===== src/rtl/uart_tx_ctrl.sv =====
`default_nettype none
// ============================================================================
// uart_tx_ctrl : UART frame sequencer (start, LSB-first data, optional parity,
// stop) feeding the registered TX output mux.  Rev 1.0
// ============================================================================
module uart_tx_ctrl #(
   parameter int BUS_WIDTH = 8
) (
   input  logic                 CLK,
   input  logic                 RST,
   input  logic [BUS_WIDTH-1:0] P_DATA,
   input  logic                 DATA_VALID,
   input  logic                 PAR_EN,
   input  logic                 PAR_TYP,
   output logic [1:0]           mux_sel,
   output logic                 SER_DATA,
   output logic                 PAR_BIT,
   output logic                 busy
);

   localparam int CNT_W = (BUS_WIDTH > 1) ? $clog2(BUS_WIDTH) : 1;
   localparam logic [CNT_W-1:0] CNT_LAST = CNT_W'(BUS_WIDTH - 1);

   typedef enum logic [2:0] {
      S_IDLE   = 3'd0,
      S_START  = 3'd1,
      S_DATA   = 3'd2,
      S_PARITY = 3'd3,
      S_STOP   = 3'd4
   } state_e;

   state_e                 state_q;
   logic [CNT_W-1:0]       cnt_q;
   logic [BUS_WIDTH-1:0]   data_q;
   logic                   par_en_q;
   logic                   par_typ_q;
   logic                   w_accept;

   // A new word is taken only when no frame body is in flight; STOP still completes its cycle.
   assign w_accept = DATA_VALID && ((state_q == S_IDLE) || (state_q == S_STOP));

   always_ff @(posedge CLK or negedge RST) begin
      if (!RST) begin
         state_q   <= S_IDLE;
         cnt_q     <= '0;
         data_q    <= '0;
         par_en_q  <= 1'b0;
         par_typ_q <= 1'b0;
      end else begin
         if (w_accept) begin
            data_q    <= P_DATA;
            par_en_q  <= PAR_EN;
            par_typ_q <= PAR_TYP;
         end
         case (state_q)
            S_IDLE: begin
               if (w_accept) state_q <= S_START;
            end
            S_START: begin
               state_q <= S_DATA;
               cnt_q   <= '0;
            end
            S_DATA: begin
               if (cnt_q == CNT_LAST) begin
                  state_q <= par_en_q ? S_PARITY : S_STOP;
               end else begin
                  cnt_q <= cnt_q + CNT_W'(1);
               end
            end
            S_PARITY: begin
               state_q <= S_STOP;
            end
            S_STOP: begin
               state_q <= w_accept ? S_START : S_IDLE;
            end
            default: begin
               state_q <= S_IDLE;
            end
         endcase
      end
   end

   always_comb begin
      mux_sel = 2'b01;
      case (state_q)
         S_START:  mux_sel = 2'b00;
         S_DATA:   mux_sel = 2'b10;
         S_PARITY: mux_sel = 2'b11;
         default:  mux_sel = 2'b01;
      endcase
   end

   assign SER_DATA = (state_q == S_DATA) ? data_q[cnt_q] : 1'b0;
   assign PAR_BIT  = (^data_q) ^ par_typ_q;
   assign busy     = (state_q != S_IDLE);

endmodule
`default_nettype wire


===== config.mk =====
export PLATFORM = sky130hd
export DESIGN_NAME = uart_tx_ctrl
export DESIGN_NICKNAME = d
export VERILOG_FILES = /design/src/rtl/uart_tx_ctrl.sv
export SDC_FILE = /design/constraint.sdc
export NUM_CORES = 1
export LEC_CHECK = 0
export CELL_PAD_IN_SITES_DETAIL_PLACEMENT = 1
export CELL_PAD_IN_SITES_GLOBAL_PLACEMENT = 2
export CORE_MARGIN = 10
export CORE_UTILIZATION = 32
export DETAILED_ROUTE_END_ITERATION = 10
export GPL_ROUTABILITY_DRIVEN = 0
export PLACE_DENSITY = 0.71
export SKIP_LAST_GASP = 1
export SYNTH_ARGS = -nofsm -noshare
export SYNTH_HDL_FRONTEND = slang
export SYNTH_SLANG_ARGS = --single-unit

===== constraint.sdc =====
create_clock -name CLK -period 2.2 [get_ports CLK]
set_clock_uncertainty 0.15 [all_clocks]
set_input_delay 0.44 -clock CLK [delete_from_list [all_inputs] [get_ports CLK]]
set_output_delay 0.44 -clock CLK [all_outputs]
set_load 0.01 [all_outputs]

After elaboration in Yosys (flattened, before gate mapping)
Cells that the tools add are included.
{"block": "totals", "ff_bits": 16, "inputBits": 13, "output_inout_bits": 5, "word_cells": 35}
{"block": "classes", "addsub": 1, "magnitude_cmp": 1, "n_eq_ne": 8, "muxes": 11, "n_bitwise": 1, "n_reduce_logical": 8}
{"operator": "3-bit case mux with 5 select lines", "n": 1}
{"operator": "3-bit two-way mux", "n": 4}
{"operator": "8-bit parity", "n": 1}
{"operator": "3-bit by 2-bit == test with 1-bit output, second input constant", "n": 2}
{"operator": "3-bit == test, second input constant", "n": 2}
{"operator": "2-bit != test, second input constant", "n": 3}
{"operator": "2-bit case mux with 3 select lines", "n": 1}
{"operator": "3-bit case mux with 2 select lines", "n": 1}
{"operator": "3-bit by 4-bit < comparator with 1-bit output, second input constant", "n": 1}
{"operator": "2-bit AND reduction", "n": 2}
{"operator": "3-bit by 1-bit adder with 3-bit output, second input constant", "n": 1}
{"operator": "1-bit binary-select mux with 3-bit select", "n": 1}
{"operator": "3-bit by 1-bit == test with 1-bit output, second input constant", "n": 1}
{"operator": "3-bit logical NOT", "n": 1}
{"operator": "1-bit two-way mux", "n": 3}
{"operator": "3-bit nonzero test", "n": 1}
{"operator": "2-bit nonzero test", "n": 1}
{"operator": "1-bit logical AND", "n": 1}
{"operator": "1-bit logical OR", "n": 1}
{"operator": "1-bit bitwise XOR", "n": 1}

Logic depth before layout (Yosys ltp)
Gate-level depths: netlist of the first run.
{"block": "depth", "word_depth": 5, "mapped_depth": 5, "mapped_depth_nobuf": 5}

Least setup slack after synthesis of the first run
OpenSTA, ideal clock, no wires.
{"block": "synth_path", "kind": "reg-to-output", "from": "register data_q[3]", "to": "output port PAR_BIT", "arrival_time_ns": 1.185, "t_required_ns": 1.610, "path_slack_ns": 0.425, "stages_incl_launch_ff": 4, "path_buffers": 0, "path_cell_list": "dfrtp_1 -> xor2_1 -> xnor3_1 -> xnor2_1"}
{"block": "synth_between", "elab_chain_cells": 2}
{"item": "start, declared", "line": "34", "rtl": "logic [BUS_WIDTH-1:0] data_q;"}
{"item": "start signal, assigned", "line": "46", "rtl": "data_q <= '0;"}
{"item": "start signal, assigned", "line": "51", "rtl": "data_q <= P_DATA;"}
{"item": "8-bit parity", "line": "94", "rtl": "assign PAR_BIT = (^data_q) ^ par_typ_q;"}
{"item": "1-bit bitwise XOR", "line": "94"}
{"item": "end, declared", "line": "17", "rtl": "output logic PAR_BIT,"}
Every way passes these cells.

Worst setup path in the final report of the first run
{"block": "layout_path", "from": "register cnt_q[0]", "to": "output port SER_DATA"}
{"block": "layout_between", "elab_chain_cells": 3}
{"item": "start, declared", "line": "33", "rtl": "logic [CNT_W-1:0] cnt_q;"}
{"item": "start signal, assigned", "line": "67", "rtl": "cnt_q <= cnt_q + CNT_W'(1);"}
{"item": "1-bit binary-select mux with 3-bit select", "line": "93", "rtl": "assign SER_DATA = (state_q == S_DATA) ? data_q[cnt_q] : 1'b0;"}
{"item": "1-bit two-way mux (not written as such)", "line": "93"}
{"item": "1-bit two-way mux", "line": "93"}
{"item": "end, declared", "line": "16", "rtl": "output logic SER_DATA,"}
Every way passes these cells. The select of a mux whose other input is x is not followed.

==> results_dict.tcl, run 1 <==
set metrics [dict create \
    required_ns 1.61 \
    whs_ns 0.315 \
    cts_made_buffers 3 \
    grt_start_max_net_pins 17 \
    synth.net_count 83 \
    max_stage_delay_ns 0.50 \
    tightest_slew_ns 0.353 \
    netlist_instances 68 \
    start_util 0.344 \
    row_count 18 \
    cts_buffer_depth 2 \
    internal_power_uw 1220 \
    grt_util_all_layers 0.0854 \
    fmax_mhz 452 \
    cp_cell_sequence "buf_4, mux4_2, nor2b_2, nor4b_2, buf_2" \
    p_sw_uw 694 \
    critPathArrivalTime_ns 1.62 \
    synth_flop_cell "dfrtp_1" \
    maxSlewViolCount 0 \
    num_vias 667 \
    antennaDiodeCount 0 \
    synth.area.top_cells "dfrtp_1 (46%), mux2_2 (13%), xnor2_1 (5.1%)" \
    dp_hpwl_um 1530 \
    drc_errors 0 \
    synth_top_cell_by_area "dfrtp_1" \
    grt_overflow 0 \
    drive_above_1_share 0.406 \
    grt_pass1_vias 740 \
    syn_avg_cell_area_um2 12.8 \
    post-route-period-util 1.01 \
    setup_viol 2 \
    critPathMaxFanout 2 \
    rr_startpoint "cnt_q[0]$_DFFE_PN0P_" \
    hp-class "primary input to asynchronous set/reset pin" \
    via_per_inst 5.09 \
    leakagePower_uw 0.000547 \
    fillCellCount 283 \
    relSlewSlack 0.764 \
    power.density_mw_per_mm2 1570 \
    core_mm2 0.00252 \
    io_buffers 17 \
    path_delay_family "multiplexers" \
    cts.htree.levels 1 \
    antenna_found_initial 0 \
    async_flop_share 1.00 \
    drv_cap 0 \
    die_w_um 72.1 \
    grt_setup_unrepaired "yes" \
    synth_top_area_frac 0.462 \
    clockRootBuffer "clkbuf_4" \
    cts_tree "done" \
    irDropWorstVdd_uv 1230 \
    drt_iter0_drc 10 \
    combPwrFrac 0.621 \
    clk_pin_slew_ns 0.10 \
    synth_cell_types 27 \
    pwr-share-clk 0.080 \
    ys_warn_count 0 \
    die_area_mm2 0.00519 \
    wl_um 2050 \
    cp-end-kind "output pin" \
    ant_nets 0 \
    crit_start "cnt_q[0]$_DFFE_PN0P_" \
    status "finished, violations left" \
    ios 18 \
    synth_edf_count 0 \
    wl_per_cell_um 15.7 \
    crit_buf_inv 2 \
    syn_to_final_growth_pct 40.0 \
    yosysMostFrequentCell "dfrtp_1" \
    grt_pass1_wl_um 3560 \
    crit_type "flip-flop to output pin" \
    synthTopCellsByCount "dfrtp_1 (16), mux2_2 (10), xnor2_1 (5)" \
    first_pass_iters 2 \
    synthesis.area_um2 867 \
    finalHoldViolCount 0 \
    die_h_um 72.1 \
    period_needed_ns 2.21 \
    dp_cells 122 \
    crit_slowest_cell "mux4_2" \
    clock_sinks 16 \
    synth-seq-area-share 0.462 \
    ys_ff_latch 16 \
    nets 118 \
    fin_setup_tns_ns -0.0188 \
    start_kind "flip-flop" \
    violations "setup timing" \
    instances_no_fill 131 \
    pwr-share-seq 0.299 \
    switching_share 0.364 \
    setup_ws_ns -0.0116 \
    clk_latency_ns 0.29 \
]
-- layout by cell type, fill, tap and decap left out, types with 2 or more instances in the layout --
cell type        count
ha_1                 2
dfrtp_2              4
buf_4               14
o2bb2ai_1            3
dlymetal6s2s_1       3
clkdlybuf4s50_1     12
a22oi_1              2
nor2_1               2
dfrtp_1             12
a21oi_1              2
nand2b_1             2
nor2b_1              2
mux2_2              10
mux2i_1              3
clkbuf_4             3
xnor2_1              4
buf_2                2
-- flip-flops by register name, summed over array words and instances (netlist names) --
register	flops
data_q	8
state_q	3
par_en_q	1
par_typ_q	1
cnt_q	3
-- power by group through the flow --
stage	clock (µW)	sequential, µW	combinational, µW
after floorplan	0	542	725
after global routing	182	596	1320
after global placement	0	578	1170
after detailed placement	0	581	1190
final	152	571	1190
after CTS	163	570	1190
-- stage by stage --
step	worst slack, ns	cell area (µm²)	power, µW	utilization
floorplan	0.425	867	1270	-
global placement	-0.0827	1130	1750	0.448
detailed placement	-0.0846	1130	1770	0.448
CTS	-0.0540	1180	1920	0.468
global route	-0.132	1210	2100	0.481
finish	-0.0116	1210	1910	0.481
-- worst paths after layout --
kind                       depth (start not counted)  slack, ns                      to
setup reg to reg                                   7       0.23    cnt_q[2]$_DFFE_PN0P_
max in group asynchronous                          2       1.37    cnt_q[1]$_DFFE_PN0P_
hold reg to reg                                    1       0.39  state_q[2]$_DFFE_PN0P_
min in group CLK                                   1       0.39  state_q[2]$_DFFE_PN0P_
setup / recovery                                   5      -0.01                SER_DATA
hold / removal                                     2       0.31   data_q[3]$_DFFE_PN0P_
-- cell families (layout without fill, tap and decap cells) --
kind of cell	count (synthesis)	in the layout	share of synthesized area
fa+ha+maj	2	2	0.0289
simple gates	14	14	0.110
buf+inv	3	36	0.0144
xor+xnor	7	7	0.0866
flops	16	16	0.462
compound gates	12	12	0.104
mux	14	14	0.195
-- cell type report --
type / instances / area (µm²) / area share
multi-input cells: 49 / 468 / 0.386
flip-flops and latches: 16 / 405 / 0.334
repair buffers: 31 / 273 / 0.225
well taps: 30 / 37.5 / 0.0309
clock buffers: 3 / 22.5 / 0.0186
inverters: 2 / 7.51 / 0.00619
-- per-layer routing --
layer	global-route usage	vias up	routed length, µm
li1	-	315	-
met2	0.139	13	1080
met4	0.0387	0	17
met3	0.0286	2	66
met5	0	-	0
met1	0.0988	337	887
-- repair_timing --
action | CTS | global route
buffers inserted | 4 | 2
resized for setup | 15 | 7
setup endpoints to repair | 5 | 5
hold buffers | 0 | 0
pin swaps | 2 | 4
Note: power is estimated with default switching activity, not from simulation.
==> inputs of run 2 (changes only) <==
--- a/config.mk
+++ b/config.mk
@@ -8,11 +8,13 @@
 export CELL_PAD_IN_SITES_DETAIL_PLACEMENT = 1
 export CELL_PAD_IN_SITES_GLOBAL_PLACEMENT = 2
 export CORE_MARGIN = 10
-export CORE_UTILIZATION = 32
+export CORE_UTILIZATION = 35
+export CTS_CLUSTER_DIAMETER = 30
 export DETAILED_ROUTE_END_ITERATION = 10
 export GPL_ROUTABILITY_DRIVEN = 0
-export PLACE_DENSITY = 0.71
+export PLACE_DENSITY = 0.77
 export SKIP_LAST_GASP = 1
 export SYNTH_ARGS = -nofsm -noshare
 export SYNTH_HDL_FRONTEND = slang
 export SYNTH_SLANG_ARGS = --single-unit
+export TNS_END_PERCENT = 20
==> constraint.sdc (replaced) <==
create_clock -name CLK -period 2.59 [get_ports CLK]
set_clock_uncertainty 0.15 [all_clocks]
set_input_delay 0.518 -clock CLK [delete_from_list [all_inputs] [get_ports CLK]]
set_output_delay 0.518 -clock CLK [all_outputs]
set_load 0.01 [all_outputs]
==> run 2 against run 1 <==
The flow now finishes without violations. Die area fell by 6.2%. Design area fell by 7.6%. Register-to-register slack improved by 0.58 ns. Final cell count fell by 11%. First-iteration DRC count rose by 90%. Sequential share of layout area rose by 2.4 points. Largest power group unchanged.
==> results_dict.tcl, run 2 (synthesis gave the netlist of run 1 again) <==
set metrics [dict create \
    die_h_um 69.8 \
    pwr-share-clk 0.103 \
    irDropWorstVdd_uv 1180 \
    drv_cap 0 \
    cts_setup_buffers 0 \
    wl_um 1840 \
    io_buffers 17 \
    grt_pass1_vias 681 \
    num_vias 600 \
    regMostFlops "data_q" \
    switching_share 0.352 \
    first_pass_iters 4 \
    clk_latency_ns 0.28 \
    via_per_inst 5.13 \
    clk_pin_slew_ns 0.09 \
    wl_per_cell_um 15.7 \
    path_depth 4 \
    nets 105 \
    layout_common_cells "dfrtp_1 (15), clkdlybuf4s50_1 (15), mux2_2 (10)" \
    r2r_slack_ns 0.81 \
    cts_made_buffers 3 \
    top_regs "data_q x8, cnt_q x3, state_q x3" \
    status "complete, no violations" \
    crit_type "flip-flop to output pin" \
    start_util 0.381 \
    rr_startpoint "cnt_q[1]$_DFFE_PN0P_" \
    ant_nets 0 \
    p_sw_uw 551 \
    crit_slowest_cell "mux4_1" \
    internal_power_uw 1020 \
    fmax_mhz 401 \
    cp-endpoint "SER_DATA" \
    critPathArrivalTime_ns 1.82 \
    grt_start_max_net_pins 17 \
    maxSlewViolCount 0 \
    syn_to_final_growth_pct 29.3 \
    grt_setup_unrepaired "yes" \
    r2r_cells 5 \
    start_kind "flip-flop" \
    cp-end-kind "output pin" \
    relSlewSlack 0.518 \
    dp_cells 113 \
    postCtsHoldBufs 0 \
    antennaDiodeCount 0 \
    pwr-share-seq 0.326 \
    cts_tree "done" \
    fin_setup_tns_ns 0 \
    cts_buffer_depth 2 \
    ios 18 \
    dp_hpwl_um 1470 \
    instances_no_fill 117 \
    tightest_slew_ns 0.720 \
    post-route-period-util 0.962 \
    critPathMaxFanout 6 \
    clockRootBuffer "clkbuf_4" \
    grt_util_all_layers 0.0792 \
    grt_overflow 0 \
    hp-class "flip-flop to flip-flop" \
    die_area_mm2 0.00487 \
    cts.htree.levels 1 \
    drc_errors 0 \
    crit_start "cnt_q[0]$_DFFE_PN0P_" \
    die_w_um 69.8 \
    max_stage_delay_ns 0.58 \
    drive_above_1_share 0.225 \
    combPwrFrac 0.571 \
    path_delay_family "multiplexers" \
    drt_iter0_drc 19 \
    clock_sinks 16 \
    period_needed_ns 2.49 \
    finalHoldViolCount 0 \
    grt_pass1_wl_um 3250 \
    reg2reg_to "cnt_q[1]$_DFFE_PN0P_" \
    leakagePower_uw 0.000478 \
    power.density_mw_per_mm2 1400 \
    totalPowerFinal_uw 1570 \
    largest_reg_flops 8 \
    crit_buf_inv 1 \
    required_ns 1.92 \
    cp_cell_sequence "mux4_1, nor2b_1, nor4b_2, dlygate4sd2_1" \
    setup_viol 0 \
    row_count 17 \
    core_mm2 0.00228 \
    antenna_found_initial 0 \
]
[run 2: final cells by class]
class	instances	area [µm²]
multi-input combinational	49	462
fill	244	1150
tap	28	35.0
sequential	16	402
inverter	2	7.51
timing repair buffer	18	179
clock buffer	4	36.3
[run 2: routing by layer]
layer	vias to the layer above	global-route usage	share of wire
met4	0	0.0261	0
met5	-	0	0
met1	297	0.0884	0.44
met3	0	0.0342	0.059
met2	9	0.131	0.50
li1	294	-	-
[run 2: worst reg2reg max path, delay by kind of cell, from the launching register on]
family	cells	cell delay [ns]
compound gates	2	0.28
fa+ha+maj	2	0.45
flops	1	0.47
simple gates	1	0.34
[run 2: worst min path at each step]
stage / from / endpoint / slack, ns / depth (start not counted)
floorplan: RST / cnt_q[0]$_DFFE_PN0P_ / 0.07 / 0
finish: par_en_q$_DFFE_PN0P_ / par_en_q$_DFFE_PN0P_ / 0.41 / 1
global placement: par_typ_q$_DFFE_PN0P_ / par_typ_q$_DFFE_PN0P_ / 0.38 / 1
CTS: par_typ_q$_DFFE_PN0P_ / par_typ_q$_DFFE_PN0P_ / 0.40 / 1
detailed placement: par_typ_q$_DFFE_PN0P_ / par_typ_q$_DFFE_PN0P_ / 0.38 / 1
global route: par_en_q$_DFFE_PN0P_ / par_en_q$_DFFE_PN0P_ / 0.44 / 1
[run 2: timing repair]
item	4_1_cts	5_1_grt
gates resized for setup	2	2
setup endpoints to repair	2	2
pin swaps	0	0
[run 2: per-stage QoR]
step	hold WS (ns)	utilization	setup slack (ns)	area, µm²
global route	0.442	0.493	-0.0260	1120
detailed placement	0.377	0.472	0.130	1070
finish	0.410	0.493	0.0989	1120
floorplan	0.0724	-	0.737	867
global placement	0.376	0.472	0.120	1070
CTS	0.405	0.488	-0.131	1110
[run 2: power by group through the flow]
stage,combinational (µW),sequential [µW],clock [µW]
5_1_grt,987,533,184
4_1_cts,932,508,169
6_report,895,511,162
3_3_place_gp,920,509,0
2_1_floorplan,616,460,0
3_5_place_dp,923,511,0
==> inputs of run 3 (changes only) <==
--- a/config.mk
+++ b/config.mk
@@ -14,6 +14,7 @@
 export GPL_ROUTABILITY_DRIVEN = 0
 export PLACE_DENSITY = 0.77
 export SKIP_LAST_GASP = 1
+export SLEW_MARGIN = 10
 export SYNTH_ARGS = -nofsm -noshare
 export SYNTH_HDL_FRONTEND = slang
 export SYNTH_SLANG_ARGS = --single-unit
==> results of run 3 <==
Same layout as run 2: the final DEF is identical, and so are final timing and power.
